File: src/rtl/uart_tx_arbiter.sv
// uart_tx_arbiter: shares one UART TX core among NUM_REQ byte requesters, one frame at a time.
// Define UART_ARB_FIXED_PRIO_EN for fixed priority (lowest index wins) instead of round-robin.
module uart_tx_arbiter #(
   parameter int NUM_REQ    = 4,
   parameter int CLK_FREQ   = 50_000_000,
   parameter int BAUD       = 9600,
   parameter int GUARD_BITS = 1
) (
   input  logic                 clk_50M,
   input  logic                 reset_n,
   input  logic [NUM_REQ-1:0]   req,
   input  logic [8*NUM_REQ-1:0] req_data,
   output logic [NUM_REQ-1:0]   ack,
   output logic                 write,
   output logic [7:0]           write_value,
   output logic [2:0]           grant_id,
   output logic                 busy
);
   localparam int CLKS_PER_BIT = CLK_FREQ / BAUD;
   localparam int FRAME_CYCLES = CLKS_PER_BIT * (10 + GUARD_BITS);
   localparam int CNT_W        = $clog2(FRAME_CYCLES);
   localparam int PTR_W        = $clog2(NUM_REQ);
   localparam logic [CNT_W-1:0] CNT_LAST = CNT_W'(FRAME_CYCLES - 1);

   typedef enum logic {S_IDLE, S_WAIT} state_t;

   state_t             state_q, state_d;
   logic [CNT_W-1:0]   cnt_q, cnt_d;
   logic [PTR_W-1:0]   win;
   logic [7:0]         win_byte;
   logic               grant;
   logic               cnt_done;
   logic [NUM_REQ-1:0] ack_d;
   logic               write_d;
   logic               busy_d;
   logic [7:0]         wv_d;
   logic [2:0]         gid_d;

`ifdef UART_ARB_FIXED_PRIO_EN
   always_comb begin
      win = '0;
      for (int i = NUM_REQ - 1; i >= 0; i--)
         if (req[PTR_W'(i)]) win = PTR_W'(i);
   end
`else
   logic [PTR_W-1:0] rr_ptr;
   logic [PTR_W:0]   rr_sum;
   logic             found;

   // Search starts one past the last winner and wraps modulo NUM_REQ.
   always_comb begin
      win    = '0;
      found  = 1'b0;
      rr_sum = '0;
      for (int i = 1; i <= NUM_REQ; i++) begin
         rr_sum = {1'b0, rr_ptr} + (PTR_W+1)'(i);
         if (rr_sum >= (PTR_W+1)'(NUM_REQ)) rr_sum = rr_sum - (PTR_W+1)'(NUM_REQ);
         if (!found && req[rr_sum[PTR_W-1:0]]) begin
            win   = rr_sum[PTR_W-1:0];
            found = 1'b1;
         end
      end
   end

   always_ff @(posedge clk_50M or negedge reset_n) begin
      if (!reset_n)   rr_ptr <= PTR_W'(NUM_REQ - 1);
      else if (grant) rr_ptr <= win;
   end
`endif

   always_comb begin
      win_byte = 8'h00;
      for (int i = 0; i < NUM_REQ; i++)
         if (win == PTR_W'(i)) win_byte = req_data[8*i +: 8];
   end

   assign grant    = (state_q == S_IDLE) && (|req);
   assign cnt_done = (state_q == S_WAIT) && (cnt_q == CNT_LAST);

   always_ff @(posedge clk_50M or negedge reset_n) begin
      if (!reset_n) state_q <= S_IDLE;
      else          state_q <= state_d;
   end

   always_comb begin
      state_d = state_q;
      case (state_q)
         S_IDLE:  if (|req)    state_d = S_WAIT;
         S_WAIT:  if (cnt_done) state_d = S_IDLE;
         default: state_d = S_IDLE;
      endcase
   end

   // cnt parks at its last value in IDLE rather than wrapping; a grant clears it.
   always_comb begin
      write_d = grant;
      ack_d   = '0;
      busy_d  = busy;
      wv_d    = write_value;
      gid_d   = grant_id;
      cnt_d   = cnt_q;
      if (grant) begin
         ack_d  = NUM_REQ'(1) << win;
         busy_d = 1'b1;
         wv_d   = win_byte;
         gid_d  = 3'(win);
         cnt_d  = '0;
      end else if (state_q == S_WAIT) begin
         if (cnt_done) busy_d = 1'b0;
         else          cnt_d  = cnt_q + CNT_W'(1);
      end
   end

   always_ff @(posedge clk_50M or negedge reset_n) begin
      if (!reset_n) begin
         write       <= 1'b0;
         ack         <= '0;
         busy        <= 1'b0;
         write_value <= 8'h00;
         grant_id    <= 3'd0;
         cnt_q       <= '0;
      end else begin
         write       <= write_d;
         ack         <= ack_d;
         busy        <= busy_d;
         write_value <= wv_d;
         grant_id    <= gid_d;
         cnt_q       <= cnt_d;
      end
   end

endmodule

File: config.mk
export PLATFORM = sky130hd
export DESIGN_NAME = uart_tx_arbiter
export DESIGN_NICKNAME = d
export VERILOG_FILES = /design/src/rtl/uart_tx_arbiter.sv
export SDC_FILE = /design/constraint.sdc
export NUM_CORES = 1
export LEC_CHECK = 0
export CAP_MARGIN = 5
export CORE_ASPECT_RATIO = 1.4
export CORE_MARGIN = 2
export CORE_UTILIZATION = 45
export DETAILED_ROUTE_END_ITERATION = 10
export PLACE_DENSITY = 0.77
export RECOVER_POWER = 50
export SETUP_SLACK_MARGIN = 0.1
export SYNTH_ARGS = -nofsm -noshare
export SYNTH_HDL_FRONTEND = slang
export SYNTH_SLANG_ARGS = --single-unit
File: constraint.sdc
create_clock -name clk_50M -period 3.6 [get_ports clk_50M]
set_clock_uncertainty 0.15 [all_clocks]
set_input_delay 0.54 -clock clk_50M [delete_from_list [all_inputs] [get_ports clk_50M]]
set_output_delay 0.54 -clock clk_50M [all_outputs]
set_load 0.02 [all_outputs]
### Word level (Yosys, flattened, before mapping)

Index checks and enable logic that the tools add are counted.

| word-level totals | value |
|---|---|
| register bits after elaboration | 35 |
| input bits | 38 |
| output and inout bits | 17 |

| operators by class | value |
|---|---|
| $add $sub $neg | 9 |
| $lt $le $gt $ge | 8 |
| equality and inequality tests | 5 |
| shift operators | 1 |
| muxes and demuxes | 33 |
| bitwise operators | 1 |
| reductions and logical operators | 14 |

Operators with widths:

| operator | number |
|---|---|
| $mux 16 | 3 |
| $mux 8 | 4 |
| $add 16x1->16 const B | 1 |
| $eq 16x16->1 const B | 1 |
| $mux 2 | 8 |
| $ge 3x3->1 const B | 4 |
| $lt 2x3->1 const B | 4 |
| $mux 1 | 12 |
| $bmux 1 s2 | 4 |
| $sub 2x1->2 const B | 4 |
| $add 2x2->3 const B | 2 |
| $logic_and 1x1->1 | 5 |
| $eq 2x2->1 const B | 2 |
| $mux 4 | 1 |
| $reduce_and 2->1 | 2 |
| $reduce_bool 2->1 | 2 |
| $reduce_or 4->1 | 1 |
| $shl 1x2->4 const A | 1 |
| $add 2x1->3 const B | 1 |
| $add 2x3->3 const B | 1 |
| $logic_not 1->1 | 3 |
| $eq 2x1->1 const B | 1 |
| $logic_not 2->1 | 1 |
| $ne 2x1->1 const B | 1 |
| other kinds (2) | 2 |

### Logic depth before layout (Yosys ltp)

| depth | value |
|---|---|
| depth after elaboration | 20 |
| depth in mapped cells | 7 |
| depth with buffers taken out | 6 |

### Worst setup path after synthesis

No wires, ideal clock.

| timing | value |
|---|---|
| path kind | reg-to-reg |
| start point | reg rr_ptr[1] |
| end point | reg write_value[0] |
| arrival | 1.560 ns |
| setup slack | 1.767 ns |
| stages on the path, launching flop included | 7 |
| path buffers | 2 |
| cells stage by stage | dfstp_2 > buf_6 > mux2i_1 > o221ai_2 > or2_1 > buf_6 > o221a_1 |

| on the way | value |
|---|---|
| cells in the longest elaborated chain, start to end | 20 |
| elaborated cells between the ends (all ways) | 45 |

RTL lines:

| item | line | text |
|---|---|---|
| from (decl) | 46 | `logic [PTR_W-1:0] rr_ptr;` |
| from (signal assigned) | 66 | `if (!reset_n) rr_ptr <= PTR_W'(NUM_REQ - 1);` |
| from (signal assigned) | 67 | `else if (grant) rr_ptr <= win;` |
| $add 2x1->3 | 56 | `rr_sum = {1'b0, rr_ptr} + (PTR_W+1)'(i);` |
| $ge 3x3->1 / $sub 2x1->2 (equally long branches) | 57 | `if (rr_sum >= (PTR_W+1)'(NUM_REQ)) rr_sum = rr_sum - (PTR_W+1)'(NUM_REQ);` |
| $mux 2 | 57 |  |
| $bmux 1 s2 | 58 | `if (!found && req[rr_sum[PTR_W-1:0]]) begin` |
| $mux 1 (implied by the code) | 58 |  |
| $mux 1 | 58 |  |
| $logic_not 1->1 | 58 |  |
| $logic_and 1x1->1 | 58 |  |
| [... 2 more ...] | - |  |
| $logic_and 1x1->1 | 58 |  |
| $mux 1 | 58 |  |
| $logic_not 1->1 | 58 |  |
| $logic_and 1x1->1 | 58 |  |
| $mux 2 * | 58 |  |
| $logic_not 2->1 | 74 | `if (win == PTR_W'(i)) win_byte = req_data[8*i +: 8];` |
| $mux 8 (3 in series) | 74 |  |
| $mux 8 * | 74 |  |
| to (signal assigned) | 126 | `write_value <= wv_d;` |
| to (decl) | 15 | `output logic [7:0] write_value,` |

Mark *: on every way between the ends. The rest lies on a longest branch, timed or not. The select of a mux whose other input is x is not followed.
A chain may end at the register's enable or synchronous reset.

### Worst setup path in the final report

| timing | value |
|---|---|
| start point | in req[0] |
| end point | reg write_value[5] |

| on the way | value |
|---|---|
| cells in the longest elaborated chain, start to end | 17 |
| elaborated cells between the ends (all ways) | 31 |

RTL lines:

| item | line | text |
|---|---|---|
| from (decl) | 11 | `input logic [NUM_REQ-1:0] req,` |
| $bmux 1 s2 | 58 |  |
| $mux 1 (implied by the code) | 58 |  |
| $mux 1 | 58 |  |
| $logic_not 1->1 | 58 |  |
| $logic_and 1x1->1 | 58 |  |
| $mux 1 | 58 |  |
| $logic_not 1->1 | 58 |  |
| $logic_and 1x1->1 | 58 |  |
| $mux 1 | 58 |  |
| $logic_not 1->1 | 58 |  |
| $logic_and 1x1->1 | 58 |  |
| $mux 2 | 58 |  |
| $logic_not 2->1 | 74 |  |
| $mux 8 (4 in series) | 74 |  |

Several ways; a longest one is shown, not always the timed one. The select of a mux whose other input is x is not followed.

==> metrics.yaml <==
grt_pass1_vias: 1540
area_growth_pct: 32.94
io_pins: 55
gr-total-overflow: 0
synth-seq-cells: 35
netlist_area_um2: 1823
cts_buffers: 5
grt_pass1_wl_mm: 6.589
worst-setup-path-type: "input port to flip-flop"
min_path_type: "flip-flop to flip-flop"
htreeDepth: 2
synth_nets: 211
gp_congestion: 0.7641
antenna_found_initial: 0
antenna_left: 0
first_pass_iters: 4
die_h_um: 79.31
synth_edf_count: 0
clockBufferDepth: 2
cp_num_buf_inv: 2
ys_types: 47
fmax_ghz: 0.3837
post_cts_resized: 0
layout.nets: 265
grt_setup_unrepaired: "no"
clkLatencyLatePin_ps: 280
fin_crit_ps: 2606
worst_slack_ps: 993.6
critPathCaptureType: "flip-flop"
crit_fanout: 22
rows: 27
cp.arrival_ps: 2640
drc: 0
path_delay_family: "buffers and inverters"
yosys_warnings: 0
die_w_um: 57.79
coreArea_um2: 3919
diodes: 0
maxSlewViolCount: 36
via_per_inst: 5.461
p_leak_nw: 1.088
cts_setup_buffers: 0
holdWs_ps: 339.1
slew_headroom_pct: -22.65
clock-sinks: 35
crit_chain: "clkdlybuf4s50_1 -> nor2_1 -> a21o_1 -> inv_1 -> nand2_1 -> o221ai_1"
grt_usage_pct: 18.71
wire_per_inst_um: 14.25
period_share_pct: 72.40
avgSynthCellArea_um2: 10.60
hold_viol: 0
tightest_slew_ps: 1840
total_power_w: 0.0008855
status: "finished, violations left"
preCtsSetupSlack_ps: 754.8
first_iter_violations: 22
final_cells: 269
failed_checks: "max-capacitance violations, max-slew violations"
hpwl_mm: 2.840
dieArea_um2: 4583
root_buffer: "clkbuf_8"
cts_tree: "yes"
drv_cap: 1
cp_slowest_cell: "inv_1"
yosys_most_used_dff: "dfrtp_1"
port-buffer-count: 53
wl_mm: 3.833
vias: 1469
ys_seq_area_share_pct: 48.18
hold_buffers: 0
initial_utilization_pct: 46.52
dp.cells: 262
cp_slowest_stage_delay_ps: 570
syn_inst: 172
final.setup.tns_ps: 0
grt_max_degree: 36
critPathRequiredTime_ps: 3640
vdd_drop_max_uv: 289.5
cp-start-kind: "input port"
clk_pin_slew_ps: 60
drive_gt1_share_pct: 8.407
powerDensity_nw_per_um2: 365.4
async_reset_ff_share_pct: 100.0
finalSetupViolCount: 0
[final cells by class]
type / count / area (µm²)
Clock buffer: 7 / 76.32
Fill cell: 332 / 1495
Inverter: 5 / 18.77
Multi-Input combinational cell: 124 / 854.6
Sequential cell: 35 / 878.3
Tap cell: 43 / 53.80
Timing Repair Buffer: 55 / 541.8
[metal layers]
layer  vias up  part of all wire (%)  GRT usage [%]  wire (µm)
met3         7                   6.7          6.515        255
met1       694                    42          21.29       1594
met5         -                     0              0          0
met2        53                    50          31.82       1923
li1        715                     -              -          -
met4         0                   1.5          6.977         59
[metrics by stage]
stage	utilization [%]	instance area, µm²
after floorplan	-	1823
after global placement	60.19	2359
after detailed placement	60.19	2359
after CTS	62.13	2435
after global routing	61.85	2424
final	61.85	2424
[placed cells by master, fill, tap and decap left out, types with 2 or more instances in the layout]
master / count
clkdlybuf4s50_1: 46
nor3_1: 2
inv_1: 5
xor2_1: 4
nand2_1: 19
nand2b_1: 2
mux2_2: 2
dfstp_2: 2
clkbuf_8: 5
a21oi_1: 7
a21o_1: 2
or3_1: 5
o21ai_0: 4
clkbuf_1: 3
dlygate4sd3_1: 7
dfrtp_1: 33
nor2_1: 13
o21a_1: 2
xnor2_1: 4
o21ai_1: 2
nor2b_1: 2
nand4_1: 2
mux2i_1: 15
o221a_1: 2
nand4_2: 2
o221ai_1: 7
nand3_1: 8
[path summary, 6_finish.rpt]
kind                                            start                          to  slack (ps)  depth (start not counted)
max                                            req[0]  write_value[5]$_DFFE_PN0P_         990                          6
min                        write_value[6]$_DFFE_PN0P_  write_value[6]$_DFFE_PN0P_         340                          2
max in group asynchronous                     reset_n            ack[1]$_DFF_PN0_        1100                          2
max reg2reg                         state_q$_DFF_PN0_  write_value[5]$_DFFE_PN0P_        1370                          4
min reg2reg                write_value[6]$_DFFE_PN0P_  write_value[6]$_DFFE_PN0P_         340                          2
min in group asynchronous                     reset_n       cnt_q[14]$_DFFE_PN0P_        1130                          2
[power by group]
part / internal (W) / total (W) / leakage (nW) / switching, W
sequential: 0.000424 / 0.000454 / 0.435 / 0.0000306
combinational: 0.0000951 / 0.000167 / 0.614 / 0.0000723
clock: 0.000133 / 0.000264 / 0.0383 / 0.000131
total: 0.000652 / 0.000886 / 1.09 / 0.000234
[logic make-up after synthesis]
kind of cell / Yosys count / synth area share (%)
other cells: 1 / 0.2057
mux: 17 / 9.471
simple gates: 67 / 19.84
compound gates: 30 / 12.90
buf+inv: 13 / 4.873
xor+xnor: 8 / 3.843
fa+ha+maj: 1 / 0.6862
flops: 35 / 48.18
[state kept, by name, indices dropped and copies added, names as in the netlist]
signal       count
write            1
busy             1
cnt_q           16
state_q          1
grant_id         2
rr_ptr           2
write_value      8
ack              4
[cells in the mapped netlist (all sizes together) (5+ instances only)]
cell	number	area share, %
a21oi	7	1.9
buf	5	2.7
dfrtp	33	45
inv	5	1.0
mux2i	15	8.2
nand2	21	4.9
nand3	8	2.2
nor2	13	2.7
o21ai	6	1.6
o221ai	7	3.7
or3	5	1.7
[worst register-to-register path, cell delays in order, from the launching register on]
cell and delay (ps):
dfrtp_1 470, a21o_1 360, inv_1 570, nand2_1 310, o221ai_1 280
Power figures use the tool's default switching activity.
